$ cat config.mk
export PLATFORM = sky130hd
export DESIGN_NAME = serial_frame_rx
export DESIGN_NICKNAME = d
export VERILOG_FILES = /design/src/rtl/serial_frame_rx.sv
export SDC_FILE = /design/constraint.sdc
export NUM_CORES = 1
export LEC_CHECK = 0
export CAP_MARGIN = 15
export CORE_MARGIN = 3
export CORE_UTILIZATION = 55
export CTS_BUF_LIST = sky130_fd_sc_hd__clkbuf_2
export DETAILED_ROUTE_END_ITERATION = 10
export HOLD_SLACK_MARGIN = 0.05
export PLACE_DENSITY = 0.8
export SLEW_MARGIN = 20
export SYNTH_ARGS = -nofsm -noshare
export SYNTH_HDL_FRONTEND = slang
export SYNTH_SLANG_ARGS = --single-unit
export TNS_END_PERCENT = 20
$ cat constraint.sdc
create_clock -name clk -period 2.27 [get_ports clk]
set_input_delay 0.681 -clock clk [delete_from_list [all_inputs] [get_ports clk]]
set_output_delay 0.681 -clock clk [all_outputs]
set_load 0.005 [all_outputs]
$ cat src/rtl/serial_frame_rx.sv
`timescale 1ns/1ps
// serial_frame_rx
// ---------------------------------------------------------------------------
// Receiver for the single-wire serial link between sibling instances. It
// deframes start / channel / data / stop sequences into a 2-bit channel tag
// and a DATA_W-bit payload, and holds each good frame on a valid/ready port.
//
// Frame on the line, first bit first:
//   start (0), 2 channel bits LSB first, DATA_W data bits LSB first,
//   [even-parity bit], stop (1)
//
// Build option:
//   SERIAL_FRAME_RX_PARITY_CHECK_EN  when defined, a parity bit follows the
//   data bits. The XOR of the channel bits, the data bits and the parity bit
//   must be 0, otherwise the frame is rejected at the stop sample.
//
// Parameters:
//   DATA_W  payload bits per frame (1..32)
//   CNT_W   bit-counter width, 2**CNT_W > DATA_W+2
//
// Ports:
//   clk          rising-edge clock
//   reset        asynchronous active-high reset, clears all state
//   sin          serial line, idles high
//   bit_en       sample strobe; sin is only looked at when this is high
//   frame_ready  consumer accepts the held frame
//   frame_valid  frame_chan / frame_data hold a good frame
//   frame_chan   channel tag of the held frame
//   frame_data   payload of the held frame
//   frame_err    one-cycle pulse on a framing (or parity) error
//   overrun      one-cycle pulse when a good frame is dropped
// ---------------------------------------------------------------------------
module serial_frame_rx #(
  parameter int DATA_W = 8,
  parameter int CNT_W  = 6
) (
  input  logic              clk,
  input  logic              reset,
  input  logic              sin,
  input  logic              bit_en,
  input  logic              frame_ready,
  output logic              frame_valid,
  output logic [1:0]        frame_chan,
  output logic [DATA_W-1:0] frame_data,
  output logic              frame_err,
  output logic              overrun
);

  localparam logic [2:0] S_IDLE    = 3'd0;
  localparam logic [2:0] S_CHAN    = 3'd1;
  localparam logic [2:0] S_DATA    = 3'd2;
`ifdef SERIAL_FRAME_RX_PARITY_CHECK_EN
  localparam logic [2:0] S_PARITY  = 3'd3;
`endif
  localparam logic [2:0] S_STOP    = 3'd4;
  localparam logic [2:0] S_WAIT_HI = 3'd5;

  localparam logic [CNT_W-1:0] CHAN_LAST = CNT_W'(1);
  localparam logic [CNT_W-1:0] DATA_LAST = CNT_W'(DATA_W - 1);

  logic [2:0]        state;
  logic [CNT_W-1:0]  count;
  logic [1:0]        chan_sh;
  logic [DATA_W-1:0] data_sh;
  logic [DATA_W-1:0] data_next;
  logic              parity_ok;
  logic              stop_edge;
  logic              stop_good;
  logic              take;

`ifdef SERIAL_FRAME_RX_PARITY_CHECK_EN
  logic par_acc;
  logic par_bit;
`endif

  // Data arrives LSB first, so each new bit enters at the top and the word
  // shifts down; after DATA_W samples the first bit sits in bit 0. Written
  // as a loop so DATA_W=1 needs no special-case slice.
  always_comb begin
    data_next = data_sh;
    for (int i = 0; i < DATA_W - 1; i++) begin
      data_next[i] = data_sh[i+1];
    end
    data_next[DATA_W-1] = sin;
  end

`ifdef SERIAL_FRAME_RX_PARITY_CHECK_EN
  assign parity_ok = ~(par_acc ^ par_bit);
`else
  assign parity_ok = 1'b1;
`endif

  // Decisions taken on the edge that samples the stop bit. A good frame is
  // loaded if the output slot is empty or is being emptied on this edge.
  assign stop_edge = (state == S_STOP) && bit_en;
  assign stop_good = stop_edge && sin && parity_ok;
  assign take      = stop_good && (!frame_valid || frame_ready);

  // Deframing FSM: only moves on strobed edges, holds otherwise.
  always_ff @(posedge clk or posedge reset) begin
    if (reset) begin
      state   <= S_IDLE;
      count   <= '0;
      chan_sh <= '0;
      data_sh <= '0;
`ifdef SERIAL_FRAME_RX_PARITY_CHECK_EN
      par_acc <= 1'b0;
      par_bit <= 1'b0;
`endif
    end else if (bit_en) begin
      case (state)
        S_IDLE: begin
          if (!sin) begin
            state <= S_CHAN;
            count <= '0;
`ifdef SERIAL_FRAME_RX_PARITY_CHECK_EN
            par_acc <= 1'b0;
`endif
          end
        end
        S_CHAN: begin
          chan_sh <= {sin, chan_sh[1]};
`ifdef SERIAL_FRAME_RX_PARITY_CHECK_EN
          par_acc <= par_acc ^ sin;
`endif
          if (count == CHAN_LAST) begin
            count <= '0;
            state <= S_DATA;
          end else begin
            count <= count + CNT_W'(1);
          end
        end
        S_DATA: begin
          data_sh <= data_next;
`ifdef SERIAL_FRAME_RX_PARITY_CHECK_EN
          par_acc <= par_acc ^ sin;
`endif
          if (count == DATA_LAST) begin
            count <= '0;
`ifdef SERIAL_FRAME_RX_PARITY_CHECK_EN
            state <= S_PARITY;
`else
            state <= S_STOP;
`endif
          end else begin
            count <= count + CNT_W'(1);
          end
        end
`ifdef SERIAL_FRAME_RX_PARITY_CHECK_EN
        S_PARITY: begin
          par_bit <= sin;
          state   <= S_STOP;
        end
`endif
        S_STOP: begin
          if (sin && parity_ok) begin
            state <= S_IDLE;
          end else begin
            state <= S_WAIT_HI;
          end
        end
        // A line stuck low after a bad frame must not look like a run of
        // start bits, so wait for it to return high first.
        S_WAIT_HI: begin
          if (sin) begin
            state <= S_IDLE;
          end
        end
        default: begin
          state <= S_IDLE;
        end
      endcase
    end
  end

  // Output slot and status pulses. Pulses are cleared every clock so they
  // are exactly one cycle wide regardless of bit_en. A commit on the same
  // edge as a transfer keeps frame_valid high with the new frame.
  always_ff @(posedge clk or posedge reset) begin
    if (reset) begin
      frame_valid <= 1'b0;
      frame_chan  <= '0;
      frame_data  <= '0;
      frame_err   <= 1'b0;
      overrun     <= 1'b0;
    end else begin
      frame_err <= stop_edge && !stop_good;
      overrun   <= stop_good && !take;
      if (take) begin
        frame_valid <= 1'b1;
        frame_chan  <= chan_sh;
        frame_data  <= data_sh;
      end else if (frame_valid && frame_ready) begin
        frame_valid <= 1'b0;
      end
    end
  end

endmodule

==> flow_metrics.env <==
export IMPL_status="completed"
export IMPL_setup_violations_final=0
export IMPL_worst_reg2reg_path_length_in_cells=4
export IMPL_ys_ff_latch=32
export IMPL_post_synth_edffs=0
export IMPL_numClockSinks=32
export IMPL_hold_viol=0
export IMPL_worstHoldPathType="reg -> reg"
export IMPL_grt_setup_unrepaired="false"
export IMPL_clock_skew_ns=0.0211
export IMPL_clock_insertion_delay_worst_skew_ns=0.38
export IMPL_comb_power_share=0.300
export IMPL_fmaxAchievable_mhz=447
export IMPL_cts_reportedPaths_clkPinSlew_ns=0.16
export IMPL_gp_congestion=0.814
export IMPL_cp_end_kind="flop"
export IMPL_floorplan_initialDensity=0.617
export IMPL_worst_slew_pin_transition_ns=0.383
export IMPL_drcViolationCount=0
export IMPL_cts_root_buf="clkbuf_2"
export IMPL_layout_cell_area_non_filler_mm2=0.00173
export IMPL_drt_iter0_drc=17
export IMPL_cp_max_fo=10
export IMPL_final_nets=152
export IMPL_worstReg2RegStart="count[4]"
export IMPL_route_detailed_vias_per_inst=5.52
export IMPL_crit_path_dat_ns=2.50
export IMPL_worst_ir_drop_vdd_v=0.000879
export IMPL_place_area_mm2=0.00168
export IMPL_cts_made_buffers=5
export IMPL_number_of_buffers_inserted_by_post_cts_setup_repair=0
export IMPL_synth_net_count=125
export IMPL_dieArea_mm2=0.00327
export IMPL_critical_path_reg2reg_endpoint="state[1]"
export IMPL_clock_tree_from_tritoncts="done"
export IMPL_slew_headroom=0.744
export IMPL_critPathLaunchType="input port"
export IMPL_placed_cells=166
export IMPL_post_synth_num_cell_types=32
export IMPL_worstSetupPathType="in -> reg"
export IMPL_drv_slew=0
export IMPL_synth_seq_area_share=0.555
export IMPL_power_frac_clock=0.171
export IMPL_hold_buf_cts=0
export IMPL_antenna_left=0
export IMPL_number_of_diodes_added_for_antenna_fixing=0
export IMPL_io_buffers=17
export IMPL_drt_wirelength_per_cell_um=15.4
export IMPL_synthesis_yosys_warnings=0
export IMPL_syn_avg_cell_area_um2=12.2
export IMPL_clock_path_buffers=2
export IMPL_power_density_mw_per_mm2=921
export IMPL_worstPathRequired_ns=2.53
export IMPL_drt_pass1_iter_count=4
export IMPL_synth_commonest_cells="32 x dfrtp_1, 13 x mux2_2, 12 x nand2_1"
export IMPL_ys_top_cells_by_area="dfrtp_1 56%, mux2_2 10%, mux2_1 5.5%"
export IMPL_grt_antenna_before_repair=0
export IMPL_grt_pass1_wl_um=4630
export IMPL_setup_tns_final_ns=0
export IMPL_crit_path_end="frame_data[3]"
export IMPL_share_of_async_settable_or_async_resettable_flops_after_synthesis=1.00
export IMPL_num_fill_cells=159
export IMPL_grt_overflow_total=0
export IMPL_fin_cells=174
export IMPL_power_switching_share=0.357
export IMPL_globalRouteTotalUtil=0.188
export IMPL_grt_max_degree=33
export IMPL_dominantRegCellSynth="dfrtp_1"
export IMPL_power_switching_uw=567
export IMPL_first_global_vias=992
export IMPL_routed_via_count=961
export IMPL_fp_dieW_um=57.2
export IMPL_place_hpwl_um=1950
export IMPL_worstSetupStartpoint="bit_en"
export IMPL_seqPwrFrac=0.528
export IMPL_finalWorstPathRequiredPeriod_ns=2.24
export IMPL_final_critical_path_setup_slack_ns=0.0325
export IMPL_core_region_area_mm2=0.00234
export IMPL_period_share=0.986
export IMPL_leading_area_contributor_after_synthesis="dfrtp_1"
export IMPL_fp_row_count=17
export IMPL_internal_power_uw=1020
export IMPL_drive_gt1_frac=0.233
export IMPL_syn_cell_area_mm2=0.00144
export IMPL_wirelength_um=2670
export IMPL_layout_area_overhead_vs_synth_pct=19.6
export IMPL_boundaryPins=18
export IMPL_post_cts_resized_instances=0
export IMPL_drv_max_cap_violation_count=0
export IMPL_synthesis_instances=118
export IMPL_hold_ws_ns=0.517
export IMPL_synth_most_common_cell="dfrtp_1"
export IMPL_pre_cts_setup_slack_ns=-0.357
export IMPL_cts_htree_levels=2
export IMPL_synth_top_cell_area_share=0.555
export IMPL_die_height_um=57.2
export IMPL_reg2reg_slack_ns=0.27
export IMPL_static_leakage_power_uw=0.000803
-- metrics by stage --
| step | power, µW | utilization |
|---|---|---|
| after floorplan | 1200 | - |
| after global placement | 1280 | 0.719 |
| after detailed placement | 1330 | 0.719 |
| after CTS | 1600 | 0.737 |
| after global routing | 1700 | 0.737 |
| final | 1590 | 0.737 |
-- registers in the layout, summed over array words and instances, names as in the netlist --
signal / count
chan_sh: 2
count: 6
data_sh: 8
frame_chan: 2
frame_data: 8
frame_err: 1
frame_valid: 1
overrun: 1
state: 3
-- placed cells by master (no fill, tap or decap) --
cell	n
and2_1	1
or4b_1	1
nand2_1	12
ha_1	2
nor3b_1	3
clkbuf_2	5
o211ai_1	5
o311ai_1	1
o31ai_1	1
o31a_4	1
buf_4	7
a22o_1	1
nor2_1	7
o21ai_0	4
or3_1	2
mux2_2	13
clkinv_2	2
clkdlybuf4s50_1	17
nand2b_1	2
o221ai_1	1
dfrtp_1	32
mux2i_1	1
nand3_1	2
nor3_1	2
nor2b_1	1
clkinv_4	1
mux2_4	1
nor4_1	1
nor3b_2	1
or3_4	1
or3b_4	1
mux2_1	7
o2111ai_1	1
o21a_2	1
inv_1	5
-- final cells by class --
class                           instances  area, µm²  area share
Tap cell                               28       35.0      0.0203
Sequential cell                        32        801       0.464
Timing Repair Buffer                   24        223       0.129
Clock inverter                          3       18.8      0.0109
Multi-Input combinational cell         77        604       0.350
Inverter                                5       18.8      0.0109
Clock buffer                            5       25.0      0.0145
-- kinds of logic (layout without fill, tap and decap cells) --
logic type | Yosys count | count (layout) | synth area share
adder cells (fa/ha/maj) | 2 | 2 | 0.0173
multiplexers | 22 | 22 | 0.173
buffers and inverters | 9 | 37 | 0.0260
AND/OR/NAND/NOR | 37 | 37 | 0.141
AO/OA/AOI/OAI | 16 | 16 | 0.0876
flip-flops | 32 | 32 | 0.555
-- metal layers --
metal  wire [µm]  global-route usage
met5           0                   0
met4          25              0.0795
met3         148              0.0701
met2        1310               0.300
met1        1190               0.229
-- worst min path at each step --
stage                        startpoint            end  slack (ns)  cells past startpoint
after floorplan              chan_sh[0]  frame_chan[0]        0.46                      1
after global placement    frame_data[2]  frame_data[2]        0.47                      1
after detailed placement  frame_data[2]  frame_data[2]        0.48                      1
after CTS                 frame_data[2]  frame_data[2]        0.52                      1
after global routing      frame_data[2]  frame_data[2]        0.56                      1
final                     frame_data[2]  frame_data[2]        0.52                      1
-- critical path, stage by stage --
cell and delay (ns):
clkdlybuf4s50_1 0.48, nand2_1 0.08, or4b_1 0.53, nor2b_1 0.16, buf_4 0.21, mux2_2 0.35
-- power by group through the flow --
stage	Combinational (µW)	Clock [µW]	Sequential [µW]
after CTS	480	280	839
after global placement	448	0	836
after floorplan	412	0	784
after global routing	531	306	867
final	477	272	839
after detailed placement	474	0	852
Power figures use the tool's default switching activity.
